## src/rtl/reg_mailbox_player_if.sv

```systemverilog
// Regfile write-port snoop bundle for the mailbox player.
// The processor side drives it and the player only listens.
interface reg_mailbox_player_if;
   logic        ctrl_writeEnable;
   logic [4:0]  ctrl_writeReg;
   logic [31:0] data_writeReg;

   modport master (
      output ctrl_writeEnable,
      output ctrl_writeReg,
      output data_writeReg
   );

   modport slave (
      input ctrl_writeEnable,
      input ctrl_writeReg,
      input data_writeReg
   );
endinterface

```

## src/rtl/reg_mailbox_player.sv

```systemverilog
// Mailbox reader: queues regfile writes to MBOX_REG and plays
// each command's LED pattern for its hold time in ticks.
module reg_mailbox_player #(
   parameter int MBOX_REG = 29,
   parameter int DEPTH    = 4,
   parameter int TICK_DIV = 50000
) (
   input  logic                     clk,
   input  logic                     reset,
   reg_mailbox_player_if.slave      wr,
   output logic [11:0]              led,
   output logic                     busy,
   output logic                     cmd_done,
   output logic [$clog2(DEPTH):0]   fifo_count,
   output logic                     overflow
);

   localparam int AW = $clog2(DEPTH);
   localparam int CW = AW + 1;
   localparam int PW = (TICK_DIV > 1) ? $clog2(TICK_DIV) : 1;
   localparam logic [PW-1:0] PMAX = PW'(TICK_DIV - 1);
   localparam logic [CW-1:0] FULL = CW'(DEPTH);

   typedef enum logic {
      IDLE,
      SHOW
   } state_e;

   state_e        state_q, state_d;
   logic [27:0]   mem_q [DEPTH];
   logic [27:0]   mem_d [DEPTH];
   logic [AW-1:0] wptr_q, wptr_d;
   logic [AW-1:0] rptr_q, rptr_d;
   logic [CW-1:0] count_q, count_d;
   logic [PW-1:0] presc_q, presc_d;
   logic [15:0]   rem_q, rem_d;
   logic [11:0]   led_q, led_d;
   logic          busy_q, busy_d;
   logic          done_q, done_d;
   logic          ovf_q, ovf_d;

   logic          hit;
   logic          flush;
   logic          push_req;
   logic          push_ok;
   logic          pop;
   logic          empty;
   logic          full;
   logic [27:0]   head;
   logic          unused_bits;

   assign unused_bits = ^wr.data_writeReg[30:28];

   // Decode the snooped write and derive FIFO status.
   always_comb begin
      hit      = wr.ctrl_writeEnable
               && (wr.ctrl_writeReg == 5'(MBOX_REG));
      flush    = hit && wr.data_writeReg[31];
      push_req = hit && !wr.data_writeReg[31];
      empty    = (count_q == '0);
      full     = (count_q == FULL);
      head     = mem_q[rptr_q];
   end

   // Player FSM, FIFO bookkeeping and flush override.
   always_comb begin
      state_d = state_q;
      mem_d   = mem_q;
      wptr_d  = wptr_q;
      rptr_d  = rptr_q;
      count_d = count_q;
      presc_d = presc_q;
      rem_d   = rem_q;
      led_d   = led_q;
      busy_d  = busy_q;
      done_d  = 1'b0;
      ovf_d   = ovf_q;
      pop     = 1'b0;
      push_ok = 1'b0;

      unique case (state_q)
         IDLE: begin
            if (!empty) begin
               pop = 1'b1;
            end
         end
         SHOW: begin
            if (presc_q == PMAX) begin
               presc_d = '0;
               if (rem_q <= 16'd1) begin
                  done_d = 1'b1;
                  if (!empty) begin
                     pop = 1'b1;
                  end else begin
                     led_d   = '0;
                     busy_d  = 1'b0;
                     rem_d   = '0;
                     state_d = IDLE;
                  end
               end else begin
                  rem_d = rem_q - 16'd1;
               end
            end else begin
               presc_d = presc_q + PW'(1);
            end
         end
         default: state_d = IDLE;
      endcase

      // Loading the head entry: a zero hold still shows one tick.
      if (pop) begin
         led_d   = head[11:0];
         rem_d   = (head[27:12] == '0) ? 16'd1 : head[27:12];
         presc_d = '0;
         busy_d  = 1'b1;
         state_d = SHOW;
         rptr_d  = rptr_q + AW'(1);
      end

      push_ok = push_req && (!full || pop);
      if (push_req && !push_ok) begin
         ovf_d = 1'b1;
      end
      if (push_ok) begin
         mem_d[wptr_q] = wr.data_writeReg[27:0];
         wptr_d        = wptr_q + AW'(1);
      end

      count_d = count_q + CW'(push_ok) - CW'(pop);

      // A flush wins over everything computed above.
      if (flush) begin
         state_d = IDLE;
         wptr_d  = '0;
         rptr_d  = '0;
         count_d = '0;
         presc_d = '0;
         rem_d   = '0;
         led_d   = '0;
         busy_d  = 1'b0;
         done_d  = 1'b0;
         ovf_d   = 1'b0;
      end
   end

   // State and datapath registers with synchronous reset.
   always_ff @(posedge clk) begin
      if (reset) begin
         state_q <= IDLE;
         for (int i = 0; i < DEPTH; i++) begin
            mem_q[i] <= '0;
         end
         wptr_q  <= '0;
         rptr_q  <= '0;
         count_q <= '0;
         presc_q <= '0;
         rem_q   <= '0;
         led_q   <= '0;
         busy_q  <= 1'b0;
         done_q  <= 1'b0;
         ovf_q   <= 1'b0;
      end else begin
         state_q <= state_d;
         for (int i = 0; i < DEPTH; i++) begin
            mem_q[i] <= mem_d[i];
         end
         wptr_q  <= wptr_d;
         rptr_q  <= rptr_d;
         count_q <= count_d;
         presc_q <= presc_d;
         rem_q   <= rem_d;
         led_q   <= led_d;
         busy_q  <= busy_d;
         done_q  <= done_d;
         ovf_q   <= ovf_d;
      end
   end

   assign led        = led_q;
   assign busy       = busy_q;
   assign cmd_done   = done_q;
   assign fifo_count = count_q;
   assign overflow   = ovf_q;

endmodule

```

## src/flat_wrapper.sv

```systemverilog
// flat-port wrapper written by rule: the top's interface ports become plain ports
module reg_mailbox_player_flat 
#(
   parameter int MBOX_REG = 29,
   parameter int DEPTH    = 4,
   parameter int TICK_DIV = 50000
)
  (clk, reset, led, busy, cmd_done, fifo_count, overflow, wr_ctrl_writeEnable, wr_ctrl_writeReg, wr_data_writeReg);
  reg_mailbox_player_if wr_i ();
  input  logic clk;
  input  logic reset;
  output logic [11:0] led;
  output logic busy;
  output logic cmd_done;
  output logic [$clog2(DEPTH):0] fifo_count;
  output logic overflow;
  input wire logic [$bits(wr_i.ctrl_writeEnable)-1:0] wr_ctrl_writeEnable;
  input wire logic [$bits(wr_i.ctrl_writeReg)-1:0] wr_ctrl_writeReg;
  input wire logic [$bits(wr_i.data_writeReg)-1:0] wr_data_writeReg;
  assign wr_i.ctrl_writeEnable = wr_ctrl_writeEnable;
  assign wr_i.ctrl_writeReg = wr_ctrl_writeReg;
  assign wr_i.data_writeReg = wr_data_writeReg;
  reg_mailbox_player #(.MBOX_REG(MBOX_REG), .DEPTH(DEPTH), .TICK_DIV(TICK_DIV)) u_core (.clk(clk), .reset(reset), .wr(wr_i), .led(led), .busy(busy), .cmd_done(cmd_done), .fifo_count(fifo_count), .overflow(overflow));
endmodule
```

## config.mk

```make
export PLATFORM = sky130hd
export DESIGN_NAME = reg_mailbox_player_flat
export DESIGN_NICKNAME = d
export VERILOG_FILES = /design/src/rtl/reg_mailbox_player_if.sv /design/src/rtl/reg_mailbox_player.sv /design/src/flat_wrapper.sv
export SDC_FILE = /design/constraint.sdc
export NUM_CORES = 1
export LEC_CHECK = 0
export CORE_ASPECT_RATIO = 0.7
export CORE_MARGIN = 2
export CORE_UTILIZATION = 60
export CTS_CLUSTER_DIAMETER = 150
export CTS_CLUSTER_SIZE = 40
export DETAILED_ROUTE_END_ITERATION = 10
export MAX_ROUTING_LAYER = met4
export PLACE_DENSITY = 0.94
export SETUP_SLACK_MARGIN = 0.2
export SYNTH_ARGS = -nofsm -noshare
export SYNTH_HDL_FRONTEND = slang
export SYNTH_SLANG_ARGS = --single-unit
```

## constraint.sdc

```tcl
create_clock -name clk -period 10.25 [get_ports clk]
set_clock_uncertainty 0.05 [all_clocks]
set_input_delay 1.025 -clock clk [delete_from_list [all_inputs] [get_ports clk]]
set_output_delay 1.025 -clock clk [all_outputs]
set_load 0.01 [all_outputs]
```

==> flow_metrics.env <==
export IMPL_status="finished, final reports clean"
export IMPL_die_h_um=98.3
export IMPL_dp_cells=1006
export IMPL_grt_pass1_vias=6532
export IMPL_crit_buf_inv=2
export IMPL_cp_arrival_ns=3.87
export IMPL_slowest_delay_ns=0.68
export IMPL_clockBufferDepth=2
export IMPL_fmax_mhz=274
export IMPL_path_max_fanout=13
export IMPL_via_per_inst=6.27
export IMPL_ys_seq_area_share_pct=43.8
export IMPL_syn_inst=842
export IMPL_area_growth_pct=13.8
export IMPL_core_rowCount=34
export IMPL_maxCapViolations=0
export IMPL_fin_worst_hold_slack_ns=0.404
export IMPL_wl_per_cell_um=18.8
export IMPL_cts_hold_buffers=0
export IMPL_cellLeakagePower_nw=2.79
export IMPL_maxSlewHeadroom_pct=16.6
export IMPL_fin_setup_tns_ns=0
export IMPL_ys_types=52
export IMPL_cts_resized=0
export IMPL_ant_nets=0
export IMPL_antenna_cells=0
export IMPL_layout_common_cells="246 x nand2_1, 165 x dfxtp_1, 80 x a21oi_2"
export IMPL_async_flop_share_pct=0
export IMPL_n_fill_cell=875
export IMPL_dpl_cell_area_mm2=0.00810
export IMPL_syn_nets=891
export IMPL_io_buffers=54
export IMPL_required_ns=10.48
export IMPL_nets=912
export IMPL_final_common_cell="nand2_1"
export IMPL_min_period_ns=3.65
export IMPL_power_density_mw_per_mm2=220
export IMPL_grt_pass1_wl_mm=32.0
export IMPL_cts_tree="yes"
export IMPL_grtUsageTotal_pct=30.0
export IMPL_drc=0
export IMPL_multi_input_area_mm2=0.00396
export IMPL_setup_viol=0
export IMPL_critPathTopFamily="simple AND/OR/NAND/NOR gates"
export IMPL_cts_sinks=167
export IMPL_dieWidth_um=139
export IMPL_grt_max_degree=66
export IMPL_post_cts_buffers=0
export IMPL_ir_drop_mv=0.140
export IMPL_yosysWarnings=0
export IMPL_overflow=0
export IMPL_path_common_cell="inv_1"
export IMPL_synth_top_flop_cell="dfxtp_1"
export IMPL_finish_utilization_pct=69.9
export IMPL_slowest_stage="or4_1"
export IMPL_fp_dieArea_mm2=0.0136
export IMPL_place_detailed_hpwl_mm=11.1
export IMPL_place_ws_ns=6.27
export IMPL_yosys_register_bits=167
export IMPL_synth_area_mm2=0.00763
export IMPL_h_tree_depth=4
export IMPL_core_mm2=0.0124
export IMPL_fin_ws_ns=6.60
export IMPL_num_vias=6511
export IMPL_instances_no_fill=1038
export IMPL_rsz0062_at_grt="false"
export IMPL_drv_slew=0
export IMPL_clock_latency_ns=0.43
export IMPL_synth_edf_count=0
export IMPL_start_kind="flop"
export IMPL_wirelength_mm=19.5
export IMPL_worst_slew_pin_slew_ns=1.25
export IMPL_cts_buffers=17
export IMPL_worstPathCellList="or4_1 > or4_4 > o31a_1 > a21bo_2 > inv_1 > ha_1 > inv_1 > fa_1 > xor2_1 > xnor2_1 > nor2_1"
export IMPL_start_util_pct=61.4
export IMPL_firstDrtPassIters=6
export IMPL_finalHoldViolCount=0
export IMPL_drt_iter0_markers=607
export IMPL_end_kind="flop"
export IMPL_fin_crit_sh_pct=35.6
export IMPL_crit_type="flop to flop"
export IMPL_syn_area_per_cell_um2=9.06
export IMPL_fin_area_mm2=0.00868
export IMPL_cts_clk_slew_worst_paths_ns=0.07
export IMPL_antenna_found_initial=0
export IMPL_regArea_mm2=0.00335
export IMPL_cts_root_buf="clkbuf_16"
export IMPL_report_power_total_mw=1.91
export IMPL_io_pins=58
export IMPL_min_path_type="flop to flop"
export IMPL_drive_above_1_share_pct=17.7
export IMPL_gp_congestion=0.893
==> logic make-up after synthesis <==
family | synth area share, %
AO/OA/AOI/OAI | 18.7
adder cells (fa/ha/maj) | 1.57
AND/OR/NAND/NOR | 20.0
XOR/XNOR | 2.76
multiplexers | 8.66
buffers and inverters | 4.40
flip-flops | 43.8
==> worst register-to-register path: stages (launching register included) <==
cell,delay (ns)
dfxtp_1,0.35
or4_1,0.68
or4_4,0.49
o31a_1,0.56
a21bo_2,0.37
inv_1,0.07
ha_1,0.14
inv_1,0.05
fa_1,0.38
xor2_1,0.18
xnor2_1,0.14
nor2_1,0.05
==> flip-flops by register name, summed over array words and instances, names as in the netlist, 2 cells and up <==
name / flops
u_core.led: 12
u_core.wptr_q: 2
u_core.fifo_count: 3
u_core.mem_q: 112
u_core.presc_q: 16
u_core.rem_q: 16
u_core.rptr_q: 2
==> final cells by class <==
| class | count | area share (%) |
|---|---|---|
| Multi-Input combinational cell | 610 | 45.5 |
| Clock buffer | 20 | 5.14 |
| Timing Repair Buffer | 57 | 6.45 |
| Clock inverter | 12 | 1.57 |
| Inverter | 10 | 0.432 |
| Tap cell | 162 | 2.33 |
| Sequential cell | 167 | 38.5 |
==> power by group <==
group / total [mW] / internal (mW) / switching [mW]
Clock: 0.637 / 0.351 / 0.286
Combinational: 0.523 / 0.192 / 0.331
Sequential: 0.751 / 0.684 / 0.0670
Total: 1.91 / 1.23 / 0.684
==> worst paths after layout <==
check / from / end / slack (ns) / cells after the start
hold reg to reg: u_core.mem_q[36] / u_core.mem_q[36] / 0.40 / 2
setup / recovery: u_core.rem_q[4] / u_core.fifo_count[2] / 6.60 / 11
hold / removal: u_core.mem_q[36] / u_core.mem_q[36] / 0.40 / 2
setup reg to reg: u_core.rem_q[4] / u_core.fifo_count[2] / 6.60 / 11
==> synth_stat cells (all sizes together) (7+ instances only) <==
cell type	instances	area (um^2)
nor3	17	90.1
xor2	13	114
clkbuf	33	124
or3	7	43.8
a21oi	132	1010
a21o	8	60.1
a221oi	8	70.1
o21ai	10	50.1
nor4	11	68.8
nand3	7	35.0
nand2	246	923
inv	10	37.5
a22o	13	114
mux4	28	631
buf	22	174
nand4	7	43.8
dfxtp	167	3340
ha	8	100
xnor2	11	96.3
nor2	45	185
==> layer usage <==
| layer | part of all wire (%) | global-route usage [%] | vias up |
|---|---|---|---|
| met5 | 0 | - | - |
| met2 | 47 | 47.2 | 383 |
| met3 | 11 | 7.21 | 47 |
| met4 | 2.0 | 12.7 | 0 |
| li1 | - | - | 2959 |
| met1 | 40 | 37.3 | 3122 |
(Power assumes the default switching activity.)
